$ cat src/rtl/dm_access_unit_pkg.sv
// Shared encodings and default widths for the data-memory access unit.
package dm_access_unit_pkg;

  typedef enum logic [1:0] {
    DMA_IDLE   = 2'd0,
    DMA_ACCESS = 2'd1,
    DMA_RESP   = 2'd2
  } dma_state_t;

  localparam logic OP_LOAD  = 1'b0;
  localparam logic OP_STORE = 1'b1;

  localparam int DM_ADDR_W = 8;
  localparam int DM_DATA_W = 16;

endpackage

$ cat src/rtl/dm_access_unit.sv
// Initiator side of the data-memory port: one request at a time, one-cycle DM access, held response.
// Optional address range check enabled by defining DM_BOUNDS_CHECK_EN.
module dm_access_unit
  import dm_access_unit_pkg::*;
#(
  parameter int ADDR_W   = DM_ADDR_W,
  parameter int DATA_W   = DM_DATA_W,
  parameter int DM_DEPTH = 10
) (
  input  logic              clk,
  input  logic              reset,
  input  logic              req_valid,
  output logic              req_ready,
  input  logic              req_we,
  input  logic [ADDR_W-1:0] req_addr,
  input  logic [DATA_W-1:0] req_wdata,
  output logic              rsp_valid,
  input  logic              rsp_ready,
  output logic [DATA_W-1:0] rsp_rdata,
  output logic              rsp_err,
  output logic [ADDR_W-1:0] dm_addr,
  output logic [DATA_W-1:0] dm_din,
  output logic              dm_we,
  input  logic [DATA_W-1:0] dm_dout
);

  localparam logic [ADDR_W:0] DEPTH_LIM = (ADDR_W+1)'(DM_DEPTH);

  dma_state_t        state_reg, state_next;
  logic              we_reg, we_next;
  logic [ADDR_W-1:0] addr_reg, addr_next;
  logic [DATA_W-1:0] wdata_reg, wdata_next;
  logic [DATA_W-1:0] rdata_reg, rdata_next;
  logic              err_reg, err_next;
  logic              in_range;
  logic              accept;

`ifdef DM_BOUNDS_CHECK_EN
  assign in_range = ({1'b0, addr_reg} < DEPTH_LIM);
`else
  // Range result is deliberately ignored: every address reaches the DM.
  assign in_range = 1'b1 | ({1'b0, addr_reg} < DEPTH_LIM);
`endif

  always_ff @(posedge clk or posedge reset) begin
    if (reset) begin
      state_reg <= DMA_IDLE;
      we_reg    <= OP_LOAD;
      addr_reg  <= '0;
      wdata_reg <= '0;
      rdata_reg <= '0;
      err_reg   <= 1'b0;
    end else begin
      state_reg <= state_next;
      we_reg    <= we_next;
      addr_reg  <= addr_next;
      wdata_reg <= wdata_next;
      rdata_reg <= rdata_next;
      err_reg   <= err_next;
    end
  end

  always_comb begin
    state_next = state_reg;
    we_next    = we_reg;
    addr_next  = addr_reg;
    wdata_next = wdata_reg;
    rdata_next = rdata_reg;
    err_next   = err_reg;
    req_ready  = 1'b0;
    rsp_valid  = 1'b0;
    dm_addr    = '0;
    dm_din     = '0;
    dm_we      = 1'b0;
    accept     = 1'b0;

    case (state_reg)
      DMA_IDLE: begin
        req_ready = 1'b1;
        accept    = req_valid;
      end
      DMA_ACCESS: begin
        // Out-of-range accesses keep the DM untouched but still spend the access cycle.
        if (in_range) begin
          dm_addr = addr_reg;
          if (we_reg == OP_STORE) begin
            dm_we  = 1'b1;
            dm_din = wdata_reg;
          end
        end
        rdata_next = (in_range && (we_reg == OP_LOAD)) ? dm_dout : '0;
        err_next   = !in_range;
        state_next = DMA_RESP;
      end
      DMA_RESP: begin
        rsp_valid = 1'b1;
        req_ready = rsp_ready;
        if (rsp_ready) begin
          accept     = req_valid;
          state_next = DMA_IDLE;
        end
      end
      default: state_next = DMA_IDLE;
    endcase

    if (accept) begin
      we_next    = req_we;
      addr_next  = req_addr;
      wdata_next = req_wdata;
      state_next = DMA_ACCESS;
    end

    // The state register already sits in IDLE while reset is held; refuse requests until release.
    if (reset) begin
      req_ready = 1'b0;
    end
  end

  assign rsp_rdata = rdata_reg;
`ifdef DM_BOUNDS_CHECK_EN
  assign rsp_err = err_reg;
`else
  assign rsp_err = 1'b0 & err_reg;
`endif

endmodule
$ cat config.mk
export PLATFORM = sky130hd
export DESIGN_NAME = dm_access_unit
export DESIGN_NICKNAME = d
export VERILOG_FILES = /design/src/rtl/dm_access_unit_pkg.sv /design/src/rtl/dm_access_unit.sv
export SDC_FILE = /design/constraint.sdc
export NUM_CORES = 1
export LEC_CHECK = 0
export ABC_AREA = 1
export CAP_MARGIN = 40
export CORE_AREA = 4 4 75 77
export DETAILED_ROUTE_END_ITERATION = 8
export DIE_AREA = 0 0 79 81
export PLACE_DENSITY_LB_ADDON = 0.12
export SETUP_SLACK_MARGIN = 0.2
export SLEW_MARGIN = 20
export SYNTH_ARGS = -nofsm -noshare
export SYNTH_HDL_FRONTEND = slang
export SYNTH_SLANG_ARGS = --single-unit
$ cat constraint.sdc
create_clock -name clk -period 1.5 [get_ports clk]
set_input_delay 0.15 -clock clk [delete_from_list [all_inputs] [get_ports clk]]
set_output_delay 0.15 -clock clk [all_outputs]
set_load 0.02 [all_outputs]
==> results.md <==
* WL/cell at 13.3 um
* Min Hold Slack at 0.351 ns
* Clk_skew at 0.00784 ns
* Psw at 1.56 mW
* Ys Warns at 0
* Core area at 0.00501 mm2
* Ranking of synthesized cells by area: dfrtp_1 (54%), nand2_1 (19%), nand3_1 (6.6%), nor2_1 (4.7%), buf_6 (3.4%)
* DRC viols at 0
* Peak Freq at 0.701 GHz
* Std cell rows at 26
* CP max stage cell: dfrtp_1
* CP peak stage delay at 0.40 ns
* CP top delay family: buffers and inverters
* Post-synth cell types at 16
* Top-count cell post-synth: nand2_1
* RR Endpoint: wdata_reg[4]
* First-pass iteration count of the detailed router at 4
* Max Slew Vio Count at 0
* Initial Utilization at 39.5%
* Average size of a mapped cell at 8.05 um2
* Crit path depth at 5
* Bufs on Longest Clock Path at 2
* Yosys top cell by area: dfrtp_1
* Iter 0 DRT Violations at 86
* Endpoint class of the critical path: output pin
* Clock power share at 17.2%
* Synth top area share at 54.3%
* Fin crit period at 1.43 ns
* Worst vdd ir at 0.701 mV
* Worst setup SP type: flop
* Count of final hold-check violations at 0
* Port-buffer cells at 87
* Reg2reg path depth at 7
* Routability Congestion at 0.753
* Post-synth top cells: nand2_1 (98), dfrtp_1 (43), nand3_1 (26)
* Chip width at 79 um
* Sequential share of the synthesized area at 54.3%
* Die area at 0.00640 mm2
* Combinational power share at 42.6%
* Crit Path Max Fanout at 8
* Clock slew at reported path FFs at 0.08 ns
* Yosys reg bits at 43
* Initial antenna violation count at 0
* Int Pwr at 2.60 mW
* Post-Syn Area at 0.00198 mm2
* Setup Viol. Count Final at 0
* Cells after Synth at 246
* Switching part of the total power at 37.5%
* Final setup margin at 0.0743 ns
* Clk Latency, worst-skew pair at 0.29 ns
* RSZ-0062 raised after global routing: yes
* Crit path kind: flop to output pin
* Critical path cell sequence: inv_2 > nand2_4 > clkbuf_16 > nor2_1 > buf_4
* Vias in the first global route at 1824
* Run status: completed
* Fraction of layout cells with a size suffix above 1 at 26.4%
* Ys async rst share at 100%
* Area grow syn2layout at 67.8%
* Total CTS buffers at 5
* # H-tree levels at 2
* All-Layer GR Usage at 17.8%
* R2R Path Start: state_reg[0]
* NumNets Final at 396
* Sequential Power Share at 40.2%
* Post-route ant nets at 0
* Leak Pwr at 1.66 nW
* Via/cell ratio at 4.55
* CTS tree: yes
* P per Cell Area at 1250 mW/mm2
* R2R Setup Slk at 0.09 ns
* Hold bufs inserted after CTS at 0
* Crit path arrival time at 1.28 ns
* WP data required at 1.35 ns
* CP bufs+invs at 3
* Boundary pin count at 89
* Clk sinks at 43
* Post-synth EDFFs at 0
* Root buf cell: clkbuf_8
* Total power at 4.17 mW
* Overflow left after global routing at 0
* Mapped Nets at 291
* Main synth FF type: dfrtp_1
* DIE HEIGHT at 81 um
* Final WL at 5600 um
* Hold Path Class: primary input to async pin
* Dpl hpwl at 3540 um
* Dpl ws at -0.186 ns
* Number of diodes at 0
* Largest net degree at the start of global routing at 44
* Period utilisation layout at 95.0%
* Max_cap viols at 0
* Vias at 1922
* First-pass GRT wire length at 8960 um
## layout by cell type, fill, tap and decap left out, types with 2 or more instances in the layout
cell type and instances:
nand2_1 87, clkdlybuf4s50_1 44, dfrtp_1 43, buf_4 28
nand3_1 26, dlygate4sd2_1 16, buf_6 14, inv_1 12
nand2_2 12, nor2_1 12, o21ai_1 10, nor2_2 9
o21ai_0 7, nor2_4 5, clkbuf_8 5, nand2_8 4
buf_12 4, inv_2 3, clkbuf_16 2, buf_8 2
## per-layer routing
| layer | routed length (um) | vias to the layer above | track usage [%] |
|---|---|---|---|
| met5 | 0 | - | 0 |
| met4 | 63 | 0 | 4.64 |
| met3 | 324 | 6 | 4.32 |
| met2 | 2780 | 56 | 30.7 |
| met1 | 2430 | 887 | 22.6 |
| li1 | - | 973 | - |
## worst min-delay path: stages
cell,delay [ns]
clkdlybuf4s50_1,0.43
buf_4,0.15
inv_2,0.05
buf_12,0.23
## what timing repair did
item,in CTS,in global routing
setup buffers,4,1
setup endpoints to repair,68,58
pin swaps,3,7
gates cloned,2,4
resized for setup,161,45
## per-stage QoR
| stage | cell area (um2) | utilization, % | cells | setup TNS [ns] |
|---|---|---|---|---|
| after global placement | 2970 | 59.3 | 403 | -2.88 |
| after detailed placement | 2970 | 59.3 | 403 | -3.12 |
| final | 3320 | 66.3 | 422 | 0 |
| after floorplan | 1980 | - | 246 | 0 |
| after global routing | 3320 | 66.3 | 422 | 0 |
| after CTS | 3100 | 61.8 | 417 | 0 |
## cell type report
type	instances	area, um2
Inverter	15	56.3
Timing Repair Buffer	111	1140
Clock buffer	6	72.6
Tap cell	70	87.6
Multi-Input combinational cell	175	882
Sequential cell	43	1080
Clock inverter	2	12.5
Fill cell	456	1690
## logic make-up (layout without fill, tap and decap cells)
| family | after synthesis | in the layout | synth area share [%] |
|---|---|---|---|
| buf+inv | 31 | 134 | 9.16 |
| simple gates | 154 | 157 | 32.0 |
| other cells | 1 | 1 | 0.189 |
| flops | 43 | 43 | 54.3 |
| compound gates | 17 | 17 | 4.30 |
## power by group through the flow
stage | sequential [mW] | clock (mW) | combinational (mW)
2_1_floorplan | 1.87 | 0 | 0.701
3_3_place_gp | 1.67 | 0 | 1.64
3_5_place_dp | 1.69 | 0 | 1.66
4_1_cts | 1.66 | 0.734 | 1.62
5_1_grt | 1.73 | 0.792 | 1.95
6_report | 1.67 | 0.717 | 1.78
## worst max-delay path by stage
| stage | endpoint | start |
|---|---|---|
| after floorplan | req_ready | state_reg[1] |
| after global placement | req_ready | rsp_ready |
| after detailed placement | req_ready | rsp_ready |
| after CTS | dm_din[0] | state_reg[1] |
| after global routing | addr_reg[2] | state_reg[0] |
| final | dm_din[6] | state_reg[1] |
(Power assumes the default switching activity.)
